### src/rtl/i2c_codec_target.sv
// I2C write-only target for WM8731-style 3-byte register writes, with a local register file copy.
// States: IDLE bus free | ADDR/BYTE1/BYTE2 shifting a byte | ACK_A/ACK_1/ACK_2 driving ACK | IGNORE released until START/STOP
module i2c_codec_target #(
    parameter logic [6:0] DEV_ADDR  = 7'h1A,
    parameter int         NUM_REGS  = 16,
    parameter logic [6:0] RESET_REG = 7'h0F
) (
    input  logic       i_clk,
    input  logic       i_rst,
    input  logic       i_scl,
    input  logic       i_sda,
    output logic       o_sda_oe,
    output logic       o_wr_stb,
    output logic [6:0] o_wr_addr,
    output logic [8:0] o_wr_data,
    input  logic [6:0] i_rd_addr,
    output logic [8:0] o_rd_data,
    output logic       o_busy,
    output logic       o_err
);
    localparam int         AW          = (NUM_REGS > 1) ? $clog2(NUM_REGS) : 1;
    localparam logic [6:0] LP_NUM_REGS = 7'(NUM_REGS);

    typedef enum logic [2:0] {
        S_IDLE, S_ADDR, S_ACK_A, S_BYTE1, S_ACK_1, S_BYTE2, S_ACK_2, S_IGNORE
    } state_t;

    logic       r_scl_s1, r_scl_s2, r_scl_prev;
    logic       r_sda_s1, r_sda_s2, r_sda_prev;
    state_t     r_state, w_state_nxt;
    logic [3:0] r_cnt, w_cnt_nxt;
    logic [7:0] r_shift, w_shift_nxt;
    logic       r_sda_oe, w_sda_oe_nxt;
    logic       w_lat1, w_lat2, w_commit;
    logic [6:0] r_reg;
    logic       r_d8;
    logic [7:0] r_dlo;
    logic       r_wr_stb;
    logic [6:0] r_wr_addr;
    logic [8:0] r_wr_data;
    logic       r_err;
    logic [8:0] r_regs [NUM_REGS];
    logic [8:0] r_rd_data;

    // START/STOP need SCL high in both samples, so an SDA change coincident with an SCL edge is not a condition
    logic w_scl_rise, w_scl_fall, w_start, w_stop, w_in_byte;
    assign w_scl_rise = r_scl_s2 & ~r_scl_prev;
    assign w_scl_fall = ~r_scl_s2 & r_scl_prev;
    assign w_start    = r_scl_s2 & r_scl_prev & r_sda_prev & ~r_sda_s2;
    assign w_stop     = r_scl_s2 & r_scl_prev & ~r_sda_prev & r_sda_s2;
    assign w_in_byte  = (r_state == S_ADDR) || (r_state == S_BYTE1) || (r_state == S_BYTE2);

    always_comb begin
        w_state_nxt  = r_state;
        w_cnt_nxt    = r_cnt;
        w_shift_nxt  = r_shift;
        w_sda_oe_nxt = r_sda_oe;
        w_lat1       = 1'b0;
        w_lat2       = 1'b0;
        w_commit     = 1'b0;
        if (w_start) begin
            w_state_nxt  = S_ADDR;
            w_cnt_nxt    = 4'd0;
            w_sda_oe_nxt = 1'b0;
        end else if (w_stop) begin
            w_state_nxt  = S_IDLE;
            w_sda_oe_nxt = 1'b0;
        end else if (w_scl_rise) begin
            if (w_in_byte && (r_cnt < 4'd8)) begin
                w_shift_nxt = {r_shift[6:0], r_sda_s2};
                w_cnt_nxt   = r_cnt + 4'd1;
            end
        end else if (w_scl_fall) begin
            case (r_state)
                S_ADDR: if (r_cnt == 4'd8) begin
                    if (r_shift == {DEV_ADDR, 1'b0}) begin
                        w_state_nxt  = S_ACK_A;
                        w_sda_oe_nxt = 1'b1;
                    end else begin
                        w_state_nxt = S_IGNORE;
                    end
                end
                S_BYTE1: if (r_cnt == 4'd8) begin
                    w_state_nxt  = S_ACK_1;
                    w_sda_oe_nxt = 1'b1;
                    w_lat1       = 1'b1;
                end
                S_BYTE2: if (r_cnt == 4'd8) begin
                    w_state_nxt  = S_ACK_2;
                    w_sda_oe_nxt = 1'b1;
                    w_lat2       = 1'b1;
                end
                S_ACK_A: begin
                    w_state_nxt  = S_BYTE1;
                    w_cnt_nxt    = 4'd0;
                    w_sda_oe_nxt = 1'b0;
                end
                S_ACK_1: begin
                    w_state_nxt  = S_BYTE2;
                    w_cnt_nxt    = 4'd0;
                    w_sda_oe_nxt = 1'b0;
                end
                S_ACK_2: begin
                    w_state_nxt  = S_IGNORE;
                    w_sda_oe_nxt = 1'b0;
                    w_commit     = 1'b1;
                end
                default: ;
            endcase
        end
    end

    always_ff @(posedge i_clk) begin
        if (i_rst) begin
            r_scl_s1   <= 1'b1;
            r_scl_s2   <= 1'b1;
            r_scl_prev <= 1'b1;
            r_sda_s1   <= 1'b1;
            r_sda_s2   <= 1'b1;
            r_sda_prev <= 1'b1;
            r_state    <= S_IDLE;
            r_cnt      <= 4'd0;
            r_shift    <= 8'd0;
            r_sda_oe   <= 1'b0;
        end else begin
            r_scl_s1   <= i_scl;
            r_scl_s2   <= r_scl_s1;
            r_scl_prev <= r_scl_s2;
            r_sda_s1   <= i_sda;
            r_sda_s2   <= r_sda_s1;
            r_sda_prev <= r_sda_s2;
            r_state    <= w_state_nxt;
            r_cnt      <= w_cnt_nxt;
            r_shift    <= w_shift_nxt;
            r_sda_oe   <= w_sda_oe_nxt;
        end
    end

    always_ff @(posedge i_clk) begin
        if (i_rst) begin
            r_reg     <= 7'd0;
            r_d8      <= 1'b0;
            r_dlo     <= 8'd0;
            r_wr_stb  <= 1'b0;
            r_wr_addr <= 7'd0;
            r_wr_data <= 9'd0;
            r_err     <= 1'b0;
            r_rd_data <= 9'd0;
            for (int i = 0; i < NUM_REGS; i++) r_regs[i] <= 9'd0;
        end else begin
            r_wr_stb <= 1'b0;
            if (w_lat1) {r_reg, r_d8} <= r_shift;
            if (w_lat2) r_dlo <= r_shift;
            if (w_commit) begin
                if ((r_reg == RESET_REG) && ({r_d8, r_dlo} == 9'd0)) begin
                    for (int i = 0; i < NUM_REGS; i++) r_regs[i] <= 9'd0;
                    r_wr_stb  <= 1'b1;
                    r_wr_addr <= r_reg;
                    r_wr_data <= {r_d8, r_dlo};
                end else if (r_reg < LP_NUM_REGS) begin
                    r_regs[r_reg[AW-1:0]] <= {r_d8, r_dlo};
                    r_wr_stb  <= 1'b1;
                    r_wr_addr <= r_reg;
                    r_wr_data <= {r_d8, r_dlo};
                end else begin
                    r_err <= 1'b1;
                end
            end
            r_rd_data <= (i_rd_addr < LP_NUM_REGS) ? r_regs[i_rd_addr[AW-1:0]] : 9'd0;
        end
    end

    assign o_sda_oe  = r_sda_oe;
    assign o_wr_stb  = r_wr_stb;
    assign o_wr_addr = r_wr_addr;
    assign o_wr_data = r_wr_data;
    assign o_rd_data = r_rd_data;
    assign o_busy    = (r_state != S_IDLE);
    assign o_err     = r_err;
endmodule

### config.mk
export PLATFORM = sky130hd
export DESIGN_NAME = i2c_codec_target
export DESIGN_NICKNAME = d
export VERILOG_FILES = /design/src/rtl/i2c_codec_target.sv
export SDC_FILE = /design/constraint.sdc
export NUM_CORES = 1
export LEC_CHECK = 0
export CAP_MARGIN = 10
export CORE_MARGIN = 5
export CORE_UTILIZATION = 52
export CTS_CLUSTER_SIZE = 28
export DETAILED_ROUTE_END_ITERATION = 8
export DONT_BUFFER_PORTS = 1
export PLACE_DENSITY = 0.69
export SLEW_MARGIN = 20
export SYNTH_ARGS = -nofsm -noshare
export SYNTH_HDL_FRONTEND = slang
export SYNTH_SLANG_ARGS = --single-unit
### constraint.sdc
create_clock -name i_clk -period 4.62 [get_ports i_clk]
set_clock_uncertainty 0.05 [all_clocks]
set_input_delay 0.693 -clock i_clk [delete_from_list [all_inputs] [get_ports i_clk]]
set_output_delay 0.693 -clock i_clk [all_outputs]
set_load 0.01 [all_outputs]
==> run metrics <==
port bufs=0; fin area=0.00986 sq mm; post-cts resize count=0; max-slew violation count=0; CP top delay family=simple AND/OR/NAND/NOR gates; startpoint types=flip-flop; DRT iter0 DRCs=470; Max-Cap Viols=0; outcome=finished, final reports clean; largest area contributor in the netlist=edfxtp_1; area delta synth->final=8.87%; max reg flops=about 140; core footprint=around 0.017 sq mm; fin cells=roughly 940; Routed Antenna Nets=0; Adder-Cell Fraction of Synth Area=0.00691; Leakage Power=roughly 3.3 nW; Top reg by flops=r_regs; worst-path cell chain=xor2_1 > a21oi_1 > nand3_1 > nor2_1; unrepaired setup endpoints after global routing=no; Clock Sinks=about 210; sequential area share after synthesis=0.621; first-pass GRT wire length=between 30000 and 40000 microns; TNS Setup=0 ps; Hold Crit Class=in2reg; synthesized area=0.00906 sq mm; largest net degree at the start of global routing=67; average vias per placed instance=6.04; dpl hpwl=~13000 microns; CP peak stage delay=840 ps; placed insts=roughly 900; # Post-CTS Setup Buffers=0; Synth Area in Compound Gates=0.0731; share of the synthesized area in the top cell type=0.477; CP Buf/Inv Count=0; CP arrival=around 3200 ps; ANT cells=0; CTS tree=yes; final setup margin=1620 ps; combinational family with the most area after synthesis=simple AND/OR/NAND/NOR gates; initial antenna violation count=0; layout cells sized above 1=0.117; Max Clk Rate=333 MHz; post-synthesis cell count=~730; Critical Path RT=between 4000 and 5000 ps; Main synth FF type=edfxtp_1; DRC viols=0; Max FO, Critical Path=16; synthesized net count=742; Num CTS Buffers=23; Synth area leaders=edfxtp_1 (48%), dfxtp_1 (14%), nor2_1 (8.0%); Die X-Extent=142 microns; vias in the first global route=about 5600; Async SR Flop Fraction=0; Routed WL=20700 microns; Post-synth EDFFs=144; critical path type=reg2reg; clock buffer depth=3; Final period util=0.649; WL per Instance=21.9 microns; Cell Pwr Density=393 mW/mm^2; later-pin clock latency in the skew report=roughly 500 ps; row count=between 40 and 50; headroom to the max-slew limit=0.303; Die ar.=0.0202 sq mm; Total Routing Usage GR=0.209; Yosys Warn Count=0; cts hold-fix bufs=0; total power=between 3 and 4 mW; # setup viols final=0; Worst VDD drop=about 0.31 mV; mux contribution to synthesized area=0.134; H-Tree Depth=1; total grt overflow=0; Pre-antenna DRT Iters=5; vias=between 5000 and 6000; mean area per synthesized cell=between 10 and 15 sq um; Final Critical Period=3000 ps; CP max-delay cell=xor2_1; CTS root buffer=clkbuf_16; Final nets=718; num ports=40; Initial Util=0.527; post-place instance area=between 0.009 and 0.01 sq mm; Worst Tran Pin Value=roughly 1000 ps; Clock transition at path regs=about 60 ps; synthesized flop and latch total=209; Worst Setup End Kind=flip-flop; Unique masters post-synth=48; GPL Wtd Cong=around 0.87; Placement Setup Slack=roughly 1700 ps; final hold vios=0; Synth Area in Simple Gates=0.134; DIE HEIGHT=142 microns; Post-Synth XOR/XNOR Area=0.00193
-- cell families after synthesis --
kind of cell | after synthesis
buffers and inverters | 60
adder cells (fa/ha/maj) | 5
AND/OR/NAND/NOR | 282
XOR/XNOR | 2
multiplexers | 86
AO/OA/AOI/OAI | 82
flip-flops | 209
-- layer usage --
| layer | vias to the layer above | GRT usage | wire length, microns |
|---|---|---|---|
| met5 | - | 0 | 0 |
| met4 | 0 | 0.0697 | 590 |
| met3 | 39 | 0.0504 | 1750 |
| met1 | 2816 | 0.281 | 8260 |
| li1 | 2600 | - | - |
| met2 | 239 | 0.337 | 10100 |
-- report_power, final --
part	switching [mW]	internal (mW)	total (mW)
Clock	0.697	0.991	1.69
Sequential	0.0162	2.04	2.06
Combinational	0.0753	0.0579	0.133
Total	0.789	3.09	3.88
-- Yosys cell counts (2+ instances only) --
cell and count:
a2111oi_4 3, a21o_1 16, a21oi_1 3, a22oi_1 16, a31oi_1 2, and2_1 7
and3b_1 2, buf_2 9, buf_4 7, clkbuf_1 35, dfxtp_1 65, edfxtp_1 144
ha_1 5, inv_1 8, mux2_2 2, mux2i_1 56, mux4_2 28, nand2_1 20
nand2b_1 3, nand3_1 24, nand3b_1 3, nor2_1 192, nor2b_1 9, nor3_1 3
nor4_1 4, o2111ai_1 4, o211ai_1 8, o21ai_0 3, o22ai_1 16, o31ai_1 2
or2_2 8, or3_1 2, xor2_1 2
-- placed cells by master (no fill, tap or decap), types with 4 or more instances in the layout --
| cell type | synthesis | final |
|---|---|---|
| a2111oi_4 | 3 | 4 |
| a21o_1 | 16 | 16 |
| a22oi_1 | 16 | 16 |
| and2_1 | 7 | 7 |
| clkbuf_1 | 35 | 8 |
| clkbuf_16 | 0 | 23 |
| clkbuf_8 | 0 | 4 |
| dfxtp_1 | 65 | 65 |
| edfxtp_1 | 144 | 144 |
| ha_1 | 5 | 5 |
| inv_1 | 8 | 8 |
| mux2i_1 | 56 | 56 |
| mux4_2 | 28 | 28 |
| nand2_1 | 20 | 20 |
| nand3_1 | 24 | 24 |
| nor2_1 | 192 | 192 |
| nor2b_1 | 9 | 9 |
| o211ai_1 | 8 | 8 |
| o22ai_1 | 16 | 16 |
| or2_2 | 8 | 8 |
-- through the flow --
| stage | util | hold slack (ps) |
|---|---|---|
| finish | 0.574 | 215 |
| global route | 0.574 | 189 |
| CTS | 0.573 | 195 |
| detailed placement | 0.533 | 350 |
| global placement | 0.533 | 352 |
| floorplan | - | 339 |
-- final timing paths --
| kind | start | endpoint | slack (ps) | cells past startpoint |
|---|---|---|---|---|
| max | r_sda_s2 | r_regs[1][6] | 1620 | 4 |
| min | i_rst | o_wr_addr[0] | 210 | 1 |
| max reg2reg | r_sda_s2 | r_regs[1][6] | 1620 | 4 |
| min reg2reg | r_sda_s1 | r_sda_s2 | 360 | 1 |
-- area by class of cell --
class,instances,area (sq um)
Clock buffer,37,671
Clock inverter,4,23.8
Fill cell,1438,7310
Inverter,8,30.0
Multi-Input combinational cell,457,3210
Sequential cell,209,5630
Tap cell,225,282
Timing Repair Buffer,3,22.5
(Power assumes the default switching activity.)
